<file path="config.mk">
export PLATFORM = sky130hd
export DESIGN_NAME = led_display_arbiter
export DESIGN_NICKNAME = d
export VERILOG_FILES = /design/src/rtl/led_arb_pkg.sv /design/src/rtl/led_tick_gen.sv /design/src/rtl/led_display_arbiter.sv
export SDC_FILE = /design/constraint.sdc
export NUM_CORES = 1
export LEC_CHECK = 0
export CORE_MARGIN = 3
export CORE_UTILIZATION = 56
export DETAILED_ROUTE_END_ITERATION = 10
export PLACE_DENSITY = 0.77
export SYNTH_ARGS = -nofsm -noshare
export SYNTH_HDL_FRONTEND = slang
export SYNTH_SLANG_ARGS = --single-unit
</file>
<file path="constraint.sdc">
create_clock -name i_Clk -period 4.2 [get_ports i_Clk]
set_clock_uncertainty 0.05 [all_clocks]
set_input_delay 0.63 -clock i_Clk [delete_from_list [all_inputs] [get_ports i_Clk]]
set_output_delay 0.63 -clock i_Clk [all_outputs]
set_load 0.005 [all_outputs]
</file>
<file path="src/rtl/led_arb_pkg.sv">
`default_nettype none
// ============================================================================
// Module      : led_arb_pkg
// Description : Shared types and helpers for the LED display arbiter.
//               - state_t : arbiter FSM state encoding (IDLE/SHOW/GAP)
//               - LED_W   : number of board LEDs driven by the arbiter
//               - rr_next : round-robin successor index, wrapping at n
// Revision    : 1.0 - initial release
// ============================================================================
package led_arb_pkg;

    localparam int LED_W = 4;

    typedef enum logic [1:0] {
        IDLE = 2'd0,
        SHOW = 2'd1,
        GAP  = 2'd2
    } state_t;

    // Index that follows idx in a ring of n requesters.
    function automatic int rr_next(input int idx, input int n);
        return (idx + 1 >= n) ? 0 : idx + 1;
    endfunction

endpackage
`default_nettype wire

</file>
<file path="src/rtl/led_tick_gen.sv">
`default_nettype none
// ============================================================================
// Module      : led_tick_gen
// Description : Free-running tick prescaler. Counts 0..CLKS_PER_TICK-1 and
//               asserts o_Tick during the terminal count. i_Clear restarts
//               the count so a phase that starts on a clear lasts an exact
//               multiple of CLKS_PER_TICK cycles.
// Ports       : i_Clk   - system clock
//               i_Rst_L - synchronous reset, active low
//               i_Clear - restart the count from 0 on the next edge
//               o_Tick  - high for one cycle every CLKS_PER_TICK cycles
// Revision    : 1.0 - initial release
// ============================================================================
module led_tick_gen #(
    parameter int CLKS_PER_TICK = 25000
) (
    input  logic i_Clk,
    input  logic i_Rst_L,
    input  logic i_Clear,
    output logic o_Tick
);

    localparam int CNT_W = (CLKS_PER_TICK > 1) ? $clog2(CLKS_PER_TICK) : 1;
    localparam logic [CNT_W-1:0] c_LAST = CNT_W'(CLKS_PER_TICK - 1);

    logic [CNT_W-1:0] r_cnt;

    always_ff @(posedge i_Clk) begin
        if (!i_Rst_L || i_Clear) begin
            r_cnt <= '0;
        end else if (r_cnt == c_LAST) begin
            r_cnt <= '0;
        end else begin
            r_cnt <= r_cnt + 1'b1;
        end
    end

    assign o_Tick = (r_cnt == c_LAST);

endmodule
`default_nettype wire

</file>
<file path="src/rtl/led_display_arbiter.sv">
`default_nettype none
// ============================================================================
// Module      : led_display_arbiter
// Description : Round-robin sharing of the four board LEDs between NUM_REQ
//               requesters. A grant shows the winner's pattern for
//               HOLD_TICKS ticks, then blanks the LEDs for GAP_TICKS ticks.
//               While idle, LED 1 blinks with a BLINK_TICKS half-period.
// Ports       : i_Clk      - system clock
//               i_Rst_L    - synchronous reset, active low
//               i_Req      - per-requester display request (level)
//               i_Pattern  - requester n pattern at [4n+3:4n], bit 0 = LED 1
//               o_Gnt      - one-hot grant, high while pattern is shown
//               o_Done     - one-cycle pulse when a grant's hold expires
//               o_Busy     - high while showing or in the blank gap
//               o_LED_1..4 - registered LED drives
// Revision    : 1.0 - initial release
// ============================================================================
module led_display_arbiter
    import led_arb_pkg::*;
#(
    parameter int NUM_REQ       = 4,
    parameter int CLKS_PER_TICK = 25000,
    parameter int HOLD_TICKS    = 500,
    parameter int GAP_TICKS     = 50,
    parameter int BLINK_TICKS   = 250
) (
    input  logic                       i_Clk,
    input  logic                       i_Rst_L,
    input  logic [NUM_REQ-1:0]         i_Req,
    input  logic [LED_W*NUM_REQ-1:0]   i_Pattern,
    output logic [NUM_REQ-1:0]         o_Gnt,
    output logic [NUM_REQ-1:0]         o_Done,
    output logic                       o_Busy,
    output logic                       o_LED_1,
    output logic                       o_LED_2,
    output logic                       o_LED_3,
    output logic                       o_LED_4
);

    localparam int IDX_W   = $clog2(NUM_REQ);
    localparam int HOLD_W  = $clog2(HOLD_TICKS + 1);
    localparam int GAP_W   = (GAP_TICKS > 0) ? $clog2(GAP_TICKS + 1) : 1;
    localparam int BLINK_W = $clog2(BLINK_TICKS + 1);

    localparam logic [HOLD_W-1:0]  c_HOLD_LAST  = HOLD_W'(HOLD_TICKS - 1);
    localparam logic [GAP_W-1:0]   c_GAP_LAST   = GAP_W'((GAP_TICKS > 0) ? GAP_TICKS - 1 : 0);
    localparam logic [BLINK_W-1:0] c_BLINK_LAST = BLINK_W'(BLINK_TICKS - 1);

    state_t               r_state;
    logic [IDX_W-1:0]     r_rr;
    logic [IDX_W-1:0]     r_winner;
    logic [HOLD_W-1:0]    r_hold_cnt;
    logic [GAP_W-1:0]     r_gap_cnt;
    logic [BLINK_W-1:0]   r_blink_cnt;
    logic                 r_hb;
    logic [LED_W-1:0]     r_led;
    logic [NUM_REQ-1:0]   r_gnt;
    logic [NUM_REQ-1:0]   r_done;
    logic                 r_busy;

    logic                 w_tick;
    logic                 w_clear;
    logic                 w_req_any;
    logic                 w_show_done;
    logic                 w_gap_done;
    logic [IDX_W-1:0]     w_sel;
    logic [LED_W-1:0]     w_sel_pat;
    int                   w_dist;
    int                   w_best;

    assign w_req_any   = |i_Req;
    assign w_show_done = (r_state == SHOW) && w_tick && (r_hold_cnt == c_HOLD_LAST);
    assign w_gap_done  = (r_state == GAP)  && w_tick && (r_gap_cnt == c_GAP_LAST);
    // Every state change restarts the prescaler.
    assign w_clear     = ((r_state == IDLE) && w_req_any) || w_show_done || w_gap_done;

    led_tick_gen #(
        .CLKS_PER_TICK (CLKS_PER_TICK)
    ) u_tick_gen (
        .i_Clk   (i_Clk),
        .i_Rst_L (i_Rst_L),
        .i_Clear (w_clear),
        .o_Tick  (w_tick)
    );

    // Winner = requesting index with the smallest ring distance above r_rr.
    always_comb begin
        w_sel     = '0;
        w_sel_pat = '0;
        w_best    = NUM_REQ;
        w_dist    = 0;
        for (int i = 0; i < NUM_REQ; i++) begin
            w_dist = i - int'(r_rr);
            if (w_dist < 0) begin
                w_dist = w_dist + NUM_REQ;
            end
            if (i_Req[i] && (w_dist < w_best)) begin
                w_best    = w_dist;
                w_sel     = IDX_W'(i);
                w_sel_pat = i_Pattern[i*LED_W +: LED_W];
            end
        end
    end

    always_ff @(posedge i_Clk) begin
        if (!i_Rst_L) begin
            r_state     <= IDLE;
            r_rr        <= '0;
            r_winner    <= '0;
            r_hold_cnt  <= '0;
            r_gap_cnt   <= '0;
            r_blink_cnt <= '0;
            r_hb        <= 1'b0;
            r_led       <= '0;
            r_gnt       <= '0;
            r_done      <= '0;
            r_busy      <= 1'b0;
        end else begin
            r_done <= '0;
            case (r_state)
                IDLE: begin
                    if (w_req_any) begin
                        r_state    <= SHOW;
                        r_winner   <= w_sel;
                        r_gnt      <= NUM_REQ'(1) << w_sel;
                        r_led      <= w_sel_pat;
                        r_busy     <= 1'b1;
                        r_hold_cnt <= '0;
                    end else if (w_tick) begin
                        if (r_blink_cnt == c_BLINK_LAST) begin
                            r_blink_cnt <= '0;
                            r_hb        <= ~r_hb;
                            r_led       <= {{(LED_W-1){1'b0}}, ~r_hb};
                        end else begin
                            r_blink_cnt <= r_blink_cnt + 1'b1;
                        end
                    end
                end
                SHOW: begin
                    // Request and pattern inputs are not looked at here:
                    // a grant always runs its full hold time.
                    if (w_tick) begin
                        if (r_hold_cnt == c_HOLD_LAST) begin
                            r_done    <= NUM_REQ'(1) << r_winner;
                            r_gnt     <= '0;
                            r_led     <= '0;
                            r_rr      <= IDX_W'(rr_next(int'(r_winner), NUM_REQ));
                            r_gap_cnt <= '0;
                            if (GAP_TICKS > 0) begin
                                r_state <= GAP;
                            end else begin
                                r_state     <= IDLE;
                                r_busy      <= 1'b0;
                                r_hb        <= 1'b0;
                                r_blink_cnt <= '0;
                            end
                        end else begin
                            r_hold_cnt <= r_hold_cnt + 1'b1;
                        end
                    end
                end
                GAP: begin
                    if (w_tick) begin
                        if (r_gap_cnt == c_GAP_LAST) begin
                            r_state     <= IDLE;
                            r_busy      <= 1'b0;
                            r_hb        <= 1'b0;
                            r_blink_cnt <= '0;
                        end else begin
                            r_gap_cnt <= r_gap_cnt + 1'b1;
                        end
                    end
                end
                default: begin
                    r_state <= IDLE;
                end
            endcase
        end
    end

    assign o_Gnt   = r_gnt;
    assign o_Done  = r_done;
    assign o_Busy  = r_busy;
    assign o_LED_1 = r_led[0];
    assign o_LED_2 = r_led[1];
    assign o_LED_3 = r_led[2];
    assign o_LED_4 = r_led[3];

endmodule
`default_nettype wire
</file>
==> impl_metrics.toml, run 1 <==
[status]
status = "completed"

[setup_path]
startpoint_type = "primary input"
worstSetupPathType = "in -> reg"
endpoint_kind = "register"
critPathMaxFanout = 11
worst_ep_required_time_ns = 4.38
crit_arrival_ns = 4.06

[timing]
worst_slew_pin_slew_ns = 0.951
slew_violations = 0
slew_headroom_pct = 36.0
final-setup-viol-count = 0
finalSetupTns_ns = 0
max_clock_freq_mhz = 258
rsz0062_at_grt = "no"
hold_viol = 0
period_needed_ns = 3.88
period_share_pct = 92.3

[detailed_routing]
routedWlPerCell_um = 15.0
dr.first_iter.drc_count = 263
avgViaCountPerCell = 6.01
vias = 2820
drc = 0
dr.pass1.iters = 5
final_antenna_net_count = 0
routed_wl_um = 7050

[global_routing]
grt.total_usage_pct = 24.0
grt_pass1_wl_um = 11800
grt_pass1_vias = 2593
antenna_found_initial = 0
grt_max_degree = 15
gr-total-overflow = 0

[finish]
antenna_cells = 0
final_cells = 469
fillers = 394
nets = 425
post-route-util_pct = 70.6
drive_above_1_share_pct = 7.02
multi_input_comb_area_um2 = 1770
seqCellArea_um2 = 1160
syn2layout_area_growth_pct = 20.7

[place]
gp_congestion = 0.913
port_buffers = 34
dp_hpwl_um = 5160
post-place-cells = 453

[clocking]
post-cts-setup-buffers = 0
cts_tree = "built"
htreeDepth = 3
root_buffer = "clkbuf_8"
cts_resized = 0
clk_pin_slew_ns = 0.07
cts.path.max_buffers = 2
cts_hold_buf = 0
cts_sinks = 58
cts_buffers = 9
clock_latency_ns = 0.34

[yosys]
synthArstFlopShare_pct = 0
netlist_top_cells_area = "dfxtp_1 38%, nor2_1 5.1%, nand2_1 4.0%"
synth_cells = 356
synth_top_area_cell = "dfxtp_1"
synth_seq_cells = 58
ys.flop_type = "dfxtp_1"
yosysUniqueCellTypes = 54
synth_area_per_cell_um2 = 8.50
synth_top_area_share_pct = 38.4
yosysSeqAreaShare_pct = 38.4
synth_area_um2 = 3030
ys_warn_count = 0
synth_fp_nets = 387
synth_edf_count = 0

[power_and_ir_drop]
powerDensity_nw_per_um2 = 338
ir_drop_v = 0.000277
power_leakage_nw = 1.21

[die]
coreArea_um2 = 5170
io_pins = 35
initial_core_util_pct = 58.5
rows = 26
die_area_um2 = 6320
die_h_um = 79.5
die_w_um = 79.5

[min_path]
hp-class = "reg -> reg"

[run]
drv_cap = 0
[metrics by stage]
step | total power [mW] | setup slack (ns) | hold WS (ns) | area [µm²]
after CTS | 1.25 | 0.362 | 0.417 | 3650
after floorplan | 0.630 | 0.691 | 0.363 | 3030
final | 1.23 | 0.323 | 0.415 | 3650
after detailed placement | 0.678 | 0.00146 | 0.407 | 3430
after global placement | 0.677 | 0.234 | 0.375 | 3430
after global routing | 1.28 | 0.116 | 0.439 | 3650
[path summary, 6_finish.rpt]
path,from,endpoint,slack (ns),cells past startpoint
worst max-delay path,i_Req[0],r_led[2]$_SDFFE_PN0P_,0.32,13
worst min-delay path,u_tick_gen.r_cnt[0]$_SDFF_PP0_,u_tick_gen.r_cnt[0]$_SDFF_PP0_,0.42,1
worst max register to register,r_rr[0]$_SDFFE_PN0P_,r_led[2]$_SDFFE_PN0P_,0.74,13
worst min register to register,u_tick_gen.r_cnt[0]$_SDFF_PP0_,u_tick_gen.r_cnt[0]$_SDFF_PP0_,0.42,1
[power breakdown]
part	total, mW	switching, mW	internal [mW]
logic	0.0972	0.0490	0.0482
clock network	0.567	0.219	0.348
registers	0.570	0.0106	0.560
[final cells by class]
cell class	instances	area share, %
well taps	70	2.40
inverters	17	1.75
flip-flops and latches	58	31.8
clock inverters	5	2.12
clock buffers	11	3.87
repair buffers	36	9.73
multi-input cells	272	48.3
[Yosys cell counts (5+ instances only)]
cell type	instances
nand3_1	14
inv_1	16
or3_1	9
a31oi_1	6
nand2_1	32
nor2_1	41
clkbuf_1	8
xor2_1	9
nor3_1	6
or4_1	5
dfxtp_1	58
o22ai_1	6
xnor2_1	12
ha_1	9
nand4_1	12
o21ai_0	18
a21oi_1	20
[state kept, by name, summed over array words and instances (netlist names)]
name,count
o_Busy,1
o_Gnt,4
r_winner,2
r_blink_cnt,8
r_state,2
r_rr,2
o_Done,4
u_tick_gen.r_cnt,15
r_led,4
r_hb,1
r_hold_cnt,9
r_gap_cnt,6
[cells by family (layout without fill, tap and decap cells)]
| family | after synthesis | count (layout) | synth area share [%] |
|---|---|---|---|
| AO/OA/AOI/OAI | 83 | 83 | 19.5 |
| XOR/XNOR | 21 | 21 | 6.08 |
| multiplexers | 4 | 4 | 1.32 |
| adder cells (fa/ha/maj) | 9 | 9 | 3.72 |
| AND/OR/NAND/NOR | 155 | 155 | 27.7 |
| buffers and inverters | 26 | 69 | 3.27 |
| flip-flops | 58 | 58 | 38.4 |
[critical path: stages]
cell	delay (ns)
clkdlybuf4s50_1	0.67
mux2i_1	0.23
a21oi_1	0.11
ha_1	0.31
o22ai_1	0.08
o21ai_0	0.25
buf_4	0.22
o21ai_0	0.13
ha_1	0.30
o21ai_0	0.08
a221oi_1	0.68
o32a_1	0.29
o22ai_1	0.07
[routing by layer]
layer  vias up  track usage (%)  share of wire [%]
li1       1394                -                  -
met1      1323             28.4                 42
met2        87             38.8                 50
met3        16             9.26                5.5
met4         0             9.62                2.2
met5         -                0                  0
[layout by cell type (no fill, tap or decap), types with 5 or more instances in the layout]
cell             instances
dfxtp_1                 58
nor2_1                  41
clkdlybuf4s50_1         34
nand2_1                 32
a21oi_1                 20
o21ai_0                 18
inv_1                   16
nand3_1                 14
xnor2_1                 12
nand4_1                 12
clkbuf_8                10
or3_1                    9
xor2_1                   9
ha_1                     9
o22ai_1                  6
nor3_1                   6
a31oi_1                  6
or4_1                    5
No activity file was read; power rests on OpenSTA's default activity.
==> inputs of run 2 (changes only) <==
Settings changed: ABC_AREA set to 1, PLACE_DENSITY 0.77 to 0.76, SKIP_LAST_GASP set to 1.
==> run 2 against run 1 <==
Effect of this change:
- cell count increased by 26%
- critical path depth increased by 6
- utilization decreased by 0.44 points
- first-iteration DRC count decreased by 41%
- synthesized cell count increased by 33%
- critical path type unchanged
- non-clock buffer count unchanged
- die area increased by 8.1%
- critical endpoint is now o_Gnt[2]$_SDFFE_PN0P_
- count of clock-buffer cells in the layout increased by 1
- synthesized area increased by 8.7%
==> impl_metrics.toml, run 2 <==
[status]
status = "completed"

[yosys]
yosysSeqAreaShare_pct = 35.3
synth_area_um2 = 3290
synth_edf_count = 0
synth-adder-area-share_pct = 3.42
synth_top_area_cell = "dfxtp_1"
synth_most_common_cell = "nand2_1"
netlist_top_cells_area = "dfxtp_1 35%, nand2_1 11%, nor2_1 7.2%"
ys.flop_type = "dfxtp_1"
synthSimpleGateAreaFrac_pct = 36.1
synth_area_per_cell_um2 = 6.93
synth_cells = 475
synth_top_family_by_area = "simple AND/OR/NAND/NOR gates"
synth_seq_cells = 58
synthMuxAreaShare_pct = 0
synth_top_area_share_pct = 35.3
synth.top_cells.by_count = "100 x nand2_1, 63 x nor2_1, 59 x inv_1"
synthArstFlopShare_pct = 0
synth_compound_area_share_pct = 12.6
synth_xor_area_share_pct = 3.46
yosysUniqueCellTypes = 41
ys_warn_count = 0
synth_fp_nets = 506

[setup_path]
crit_path_frequent_cell = "nand2_1"
reg2reg_slack_ns = 1.15
path_cells = "clkdlybuf4s50_1 > nand2_1 > o21ai_0 > ha_1 > inv_1 > nor2_1 > nand2_1 > nand3_1 > nand2_1 > o21ai_0 > ha_1 > inv_1 > nor2_1 > nand2_2 > nand3_1 > nand2_1 > inv_1 > nand2_1 > a21oi_1"
slowest_stage = "clkdlybuf4s50_1"
worst_ep_required_time_ns = 4.40
worstSetupPathType = "in -> reg"
r2r-end = "o_Gnt[2]$_SDFFE_PN0P_"
worst-path-buf-inv = 4
crit_family = "simple AND/OR/NAND/NOR gates"
critPathMaxFanout = 12
startpoint_type = "primary input"
endpoint_kind = "register"
r2r_start = "r_rr[1]$_SDFFE_PN0P_"
rr_worst_depth = 22
crit_arrival_ns = 3.56
slowest_delay_ns = 0.57

[finish]
syn2layout_area_growth_pct = 19.6
regMostFlops = "u_tick_gen.r_cnt"
final_cells = 593
post-route-util_pct = 70.2
mostFrequentLayoutCells = "100 x nand2_1, 63 x nor2_1, 59 x inv_1"
fillers = 510
drive_above_1_share_pct = 9.40
reg_top3 = "u_tick_gen.r_cnt: 15 flops, r_hold_cnt: 9 flops, r_blink_cnt: 8 flops"
seqCellArea_um2 = 1160
final_common_cell = "nand2_1"
largest_reg_flops = 15
multi_input_comb_area_um2 = 1830
fin_area_um2 = 3940
antenna_cells = 0
nets = 547

[global_routing]
grt_pass1_vias = 2705
grt_pass1_wl_um = 12000
grt_use_met1_pct = 29.0
antenna_found_initial = 0
use_met3_pct = 5.31
grt.total_usage_pct = 22.8
grt_max_degree = 23
grt-busiest-layer = "met2"
use_met2_pct = 38.3
gr-total-overflow = 0

[timing]
slew_headroom_pct = 46.5
final-setup-viol-count = 0
rsz0062_at_grt = "no"
slew_violations = 0
period_needed_ns = 3.37
max_clock_freq_mhz = 297
finalSetupTns_ns = 0
worst_slew_pin_slew_ns = 0.802
period_share_pct = 80.1
hold_viol = 0

[detailed_routing]
avgViaCountPerCell = 5.17
routedWlPerCell_um = 12.5
final_antenna_net_count = 0
routed_wl_um = 7410
vias = 3067
dr.pass1.iters = 4
dr.first_iter.drc_count = 155
drc = 0

[place]
post-place-cells = 577
gp_congestion = 0.879
dp_hpwl_um = 5570
placed_cell_area_um2 = 3700
port_buffers = 34

[clocking]
cts_buffers = 9
cts_resized = 0
root_buffer = "clkbuf_8"
htreeDepth = 3
cts_sinks = 58
clk_pin_slew_ns = 0.07
cts.path.max_buffers = 2
cts_tree = "built"
clock_latency_ns = 0.33
post-cts-setup-buffers = 0
cts_hold_buf = 0

[run]
drv_cap = 0

[min_path]
holdPathEnd = "u_tick_gen.r_cnt[0]$_SDFF_PP0_"
hp-class = "reg -> reg"
min_from = "u_tick_gen.r_cnt[0]$_SDFF_PP0_"
whs_path_depth = 1

[power_and_ir_drop]
power.share.clock_pct = 45.7
finalPower_mw = 1.32
sequentialPowerShare_pct = 43.4
powerDensity_nw_per_um2 = 335
sw_frac_of_total_pct = 23.7
p_sw_mw = 0.313
pwr-share-comb_pct = 10.8
intPower_mw = 1.01
ir_drop_v = 0.000280
power_leakage_nw = 1.62

[die]
coreArea_um2 = 5610
die_area_um2 = 6830
rows = 27
io_pins = 35
die_w_um = 82.6
initial_core_util_pct = 58.7
die_h_um = 82.6
[run 2: cell count changes in the layout (fill, tap and decap cells not counted), sizes merged, moves of 7 or more]
cell   change
nor2      +29
a21oi     +11
o21ai     +13
nand3     +16
nand2     +75
xnor2      -9
or3        -9
nor3       +7
inv       +52
[run 2: logic make-up (layout without fill, tap and decap cells)]
logic type / Yosys count / in the layout
and+or+nand+nor: 247 / 247
adders and majority gates: 9 / 9
buffers and inverters: 75 / 121
DFF: 58 / 58
xor gates and xnor gates: 13 / 13
AOI/OAI and AO/OA: 73 / 73
[run 2: worst reg2reg max path: cells and delay by family, from the launching register on]
family          cells  cell delay [ns]
fa+ha+maj           2             0.56
simple gates       12             1.29
flops               1             0.38
compound gates      4             0.45
buf+inv             4             0.24
[run 2: final cells by class]
class / count / share of cell area (%)
Clock buffer: 12 / 4.20
Clock inverter: 4 / 1.84
Inverter: 69 / 6.74
Tap cell: 72 / 2.29
Multi-Input combinational cell: 342 / 46.4
Sequential cell: 58 / 29.5
Timing Repair Buffer: 36 / 9.03
[run 2: worst max path at each step]
stage | endpoint | cells after the start | slack [ns] | startpoint
2_1_floorplan | r_winner[0]$_SDFFE_PN0P_ | 21 | 0.95 | i_Req[0]
3_3_place_gp | r_winner[0]$_SDFFE_PN0P_ | 18 | 0.66 | i_Req[1]
3_5_place_dp | o_Gnt[2]$_SDFFE_PN0P_ | 19 | 0.55 | i_Req[1]
4_1_cts | o_Gnt[2]$_SDFFE_PN0P_ | 19 | 0.86 | i_Req[1]
5_1_grt | o_Gnt[1]$_SDFFE_PN0P_ | 19 | 0.53 | i_Req[1]
6_report | o_Gnt[2]$_SDFFE_PN0P_ | 19 | 0.83 | i_Req[1]
[run 2: power groups by stage]
stage	registers (mW)	clock network (mW)	logic, mW
3_5_place_dp	0.585	0	0.142
2_1_floorplan	0.584	0	0.0850
5_1_grt	0.574	0.643	0.161
6_report	0.573	0.603	0.143
3_3_place_gp	0.585	0	0.140
4_1_cts	0.573	0.614	0.144
[run 2: routing by layer]
metal,up-vias,part of all wire (%)
li1,1631,-
met1,1368,46
met2,57,49
met3,11,3.7
met4,0,1.2
met5,-,0
[run 2: per-stage QoR]
stage | setup WS (ns) | hold slack (ns)
5_1_grt | 0.528 | 0.431
6_report | 0.834 | 0.407
3_5_place_dp | 0.545 | 0.399
4_1_cts | 0.859 | 0.414
2_1_floorplan | 0.947 | 0.368
3_3_place_gp | 0.660 | 0.385
==> inputs of run 3 (changes only) <==
Clock period 4.2 ns to 3.1 ns, I/O delays scaled along.
==> run 3 against run 2 <==
Effect of this change:
- global-route usage is 0.83 points higher
- sequential share of layout area barely moved
- design area is 0.16% lower
- worst setup slack got worse by 0.54 ns
- sequential power grew 36%
- worst hold slack worse by 0.0016 ns
- via count increased by 2.6%
- wire length increased by 0.85%
- cell count increased by 1.3%
- count of clock-buffer cells in the layout down 1
- register-to-register slack worse by 0.69 ns
- combinational power rose by 42%
- highest routed layer unchanged
==> impl_metrics.toml, run 3 (synthesis gave the netlist of run 2 again) <==
[clocking]
cts_hold_buf = 0
root_buffer = "clkbuf_8"
htreeDepth = 3
cts.path.max_buffers = 2
cts_sinks = 58
clock_latency_ns = 0.34
cts_buffers = 9
post-cts-setup-buffers = 0
cts_tree = "built"
clk_pin_slew_ns = 0.07
cts_resized = 0

[setup_path]
worst_ep_required_time_ns = 3.27
startpoint_type = "primary input"
crit_arrival_ns = 2.97
worst-path-buf-inv = 4
r2r_start = "r_rr[0]$_SDFFE_PN0P_"
critPathMaxFanout = 5
crit_path_frequent_cell = "nand2_1"
worstSetupPathType = "in -> reg"
crit_family = "simple AND/OR/NAND/NOR gates"
slowest_stage = "clkdlybuf4s50_1"
reg2reg_slack_ns = 0.46
path_cells = "clkdlybuf4s50_1 > nand2_1 > nand2_1 > o21ai_0 > o21ai_0 > ha_1 > inv_1 > nor2_1 > nand2_1 > nand3_1 > nand2_1 > o21ai_0 > ha_1 > inv_1 > nor2_1 > nand2_2 > nand3_1 > buf_4 > nand2_1 > nand3_1 > a21oi_1"
r2r-end = "r_led[3]$_SDFFE_PN0P_"
rr_worst_depth = 20
endpoint_kind = "register"
slowest_delay_ns = 0.53

[global_routing]
gr-total-overflow = 0
grt_max_degree = 22
grt_pass1_wl_um = 12500
grt_pass1_vias = 2897
grt.total_usage_pct = 23.6
antenna_found_initial = 0

[timing]
slew_headroom_pct = 55.3
final-setup-viol-count = 0
finalSetupTns_ns = 0
worst_slack_ns = 0.299
max_clock_freq_mhz = 357
slew_violations = 0
worst_slew_pin_slew_ns = 0.665
period_needed_ns = 2.80
rsz0062_at_grt = "no"
period_share_pct = 90.3
hold_viol = 0

[power_and_ir_drop]
powerDensity_nw_per_um2 = 407
power_leakage_nw = 1.62
p_sw_mw = 0.437
sequentialPowerShare_pct = 48.6
power.share.clock_pct = 38.7
pwr-share-comb_pct = 12.7
intPower_mw = 1.16
ir_drop_v = 0.000317
sw_frac_of_total_pct = 27.3

[place]
gp_congestion = 0.812
port_buffers = 34
post-place-cells = 585
place_ws_ns = -0.0338
dp_hpwl_um = 5690

[detailed_routing]
vias = 3146
avgViaCountPerCell = 5.23
routed_wl_um = 7470
drc = 0
dr.first_iter.drc_count = 105
final_antenna_net_count = 0
dr.pass1.iters = 4
routedWlPerCell_um = 12.4

[finish]
post-route-util_pct = 70.1
largest_reg_flops = 15
final_common_cell = "nand2_1"
antenna_cells = 0
reg_top3 = "u_tick_gen.r_cnt: 15 flops, r_hold_cnt: 9 flops, r_blink_cnt: 8 flops"
final_cells = 601
mostFrequentLayoutCells = "100 x nand2_1, 63 x nor2_1, 59 x inv_1"
syn2layout_area_growth_pct = 19.4
regMostFlops = "u_tick_gen.r_cnt"
drive_above_1_share_pct = 10.6
nets = 555
fillers = 507

[die]
die_area_um2 = 6830
coreArea_um2 = 5610
die_w_um = 82.6
io_pins = 35
die_h_um = 82.6
rows = 27
initial_core_util_pct = 58.7

[min_path]
min_from = "r_blink_cnt[5]$_SDFFE_PN0P_"
hp-class = "reg -> reg"
whs_path_depth = 2
holdPathEnd = "r_blink_cnt[5]$_SDFFE_PN0P_"

[status]
status = "completed"

[run]
drv_cap = 0
[run 3: through the flow]
step	hold slack [ns]	power [mW]	instance area [µm²]
floorplan	0.368	0.906	3290
global placement	0.384	0.992	3760
detailed placement	0.397	0.997	3760
CTS	0.411	1.61	3930
global route	0.447	1.66	3930
finish	0.406	1.60	3930
[run 3: per-layer routing]
metal	share of wire [%]	GRT usage, %
met5	0	0
met4	1.8	10.3
met3	3.1	4.56
met2	48	38.7
met1	47	30.0
[run 3: final cells by class]
class | count | area, µm² | area share, %
Timing Repair Buffer | 44 | 415 | 10.6
Sequential cell | 58 | 1160 | 29.6
Multi-Input combinational cell | 342 | 1830 | 46.5
Inverter | 69 | 265 | 6.75
Clock buffer | 11 | 141 | 3.60
Tap cell | 72 | 90.1 | 2.29
Clock inverter | 5 | 30.0 | 0.764
[run 3: worst max path at each step]
stage               startpoint                  endpoint  slack (ns)  depth (start not counted)
floorplan             i_Req[0]  r_winner[0]$_SDFFE_PN0P_        0.01                         21
global route          i_Req[0]     r_led[3]$_SDFFE_PN0P_        0.03                         21
finish                i_Req[0]     r_led[3]$_SDFFE_PN0P_        0.30                         21
detailed placement    i_Req[0]     r_led[3]$_SDFFE_PN0P_       -0.03                         21
CTS                   i_Req[0]     r_led[3]$_SDFFE_PN0P_        0.33                         21
global placement      i_Req[0]     r_led[3]$_SDFFE_PN0P_        0.08                         21
[run 3: power by group through the flow]
stage          Combinational (mW)  Clock (mW)  Sequential (mW)
2_1_floorplan               0.115           0            0.791
3_3_place_gp                0.199           0            0.793
3_5_place_dp                0.203           0            0.793
4_1_cts                     0.204       0.630            0.777
5_1_grt                     0.229       0.655            0.779
6_report                    0.203       0.618            0.777
[run 3: worst reg2reg max path, cell delays in order (launching register included)]
cell     delay, ns
dfxtp_1       0.41
nand2_1       0.08
nand2_1       0.07
nand2_1       0.08
o21ai_0       0.23
ha_1          0.28
inv_1         0.06
nor2_1        0.04
nand2_1       0.05
nand3_1       0.09
nand2_1       0.08
o21ai_0       0.08
ha_1          0.29
inv_1         0.03
nor2_1        0.11
nand2_2       0.07
nand3_1       0.08
buf_4         0.15
nand2_1       0.05
nand3_1       0.08
a21oi_1       0.07
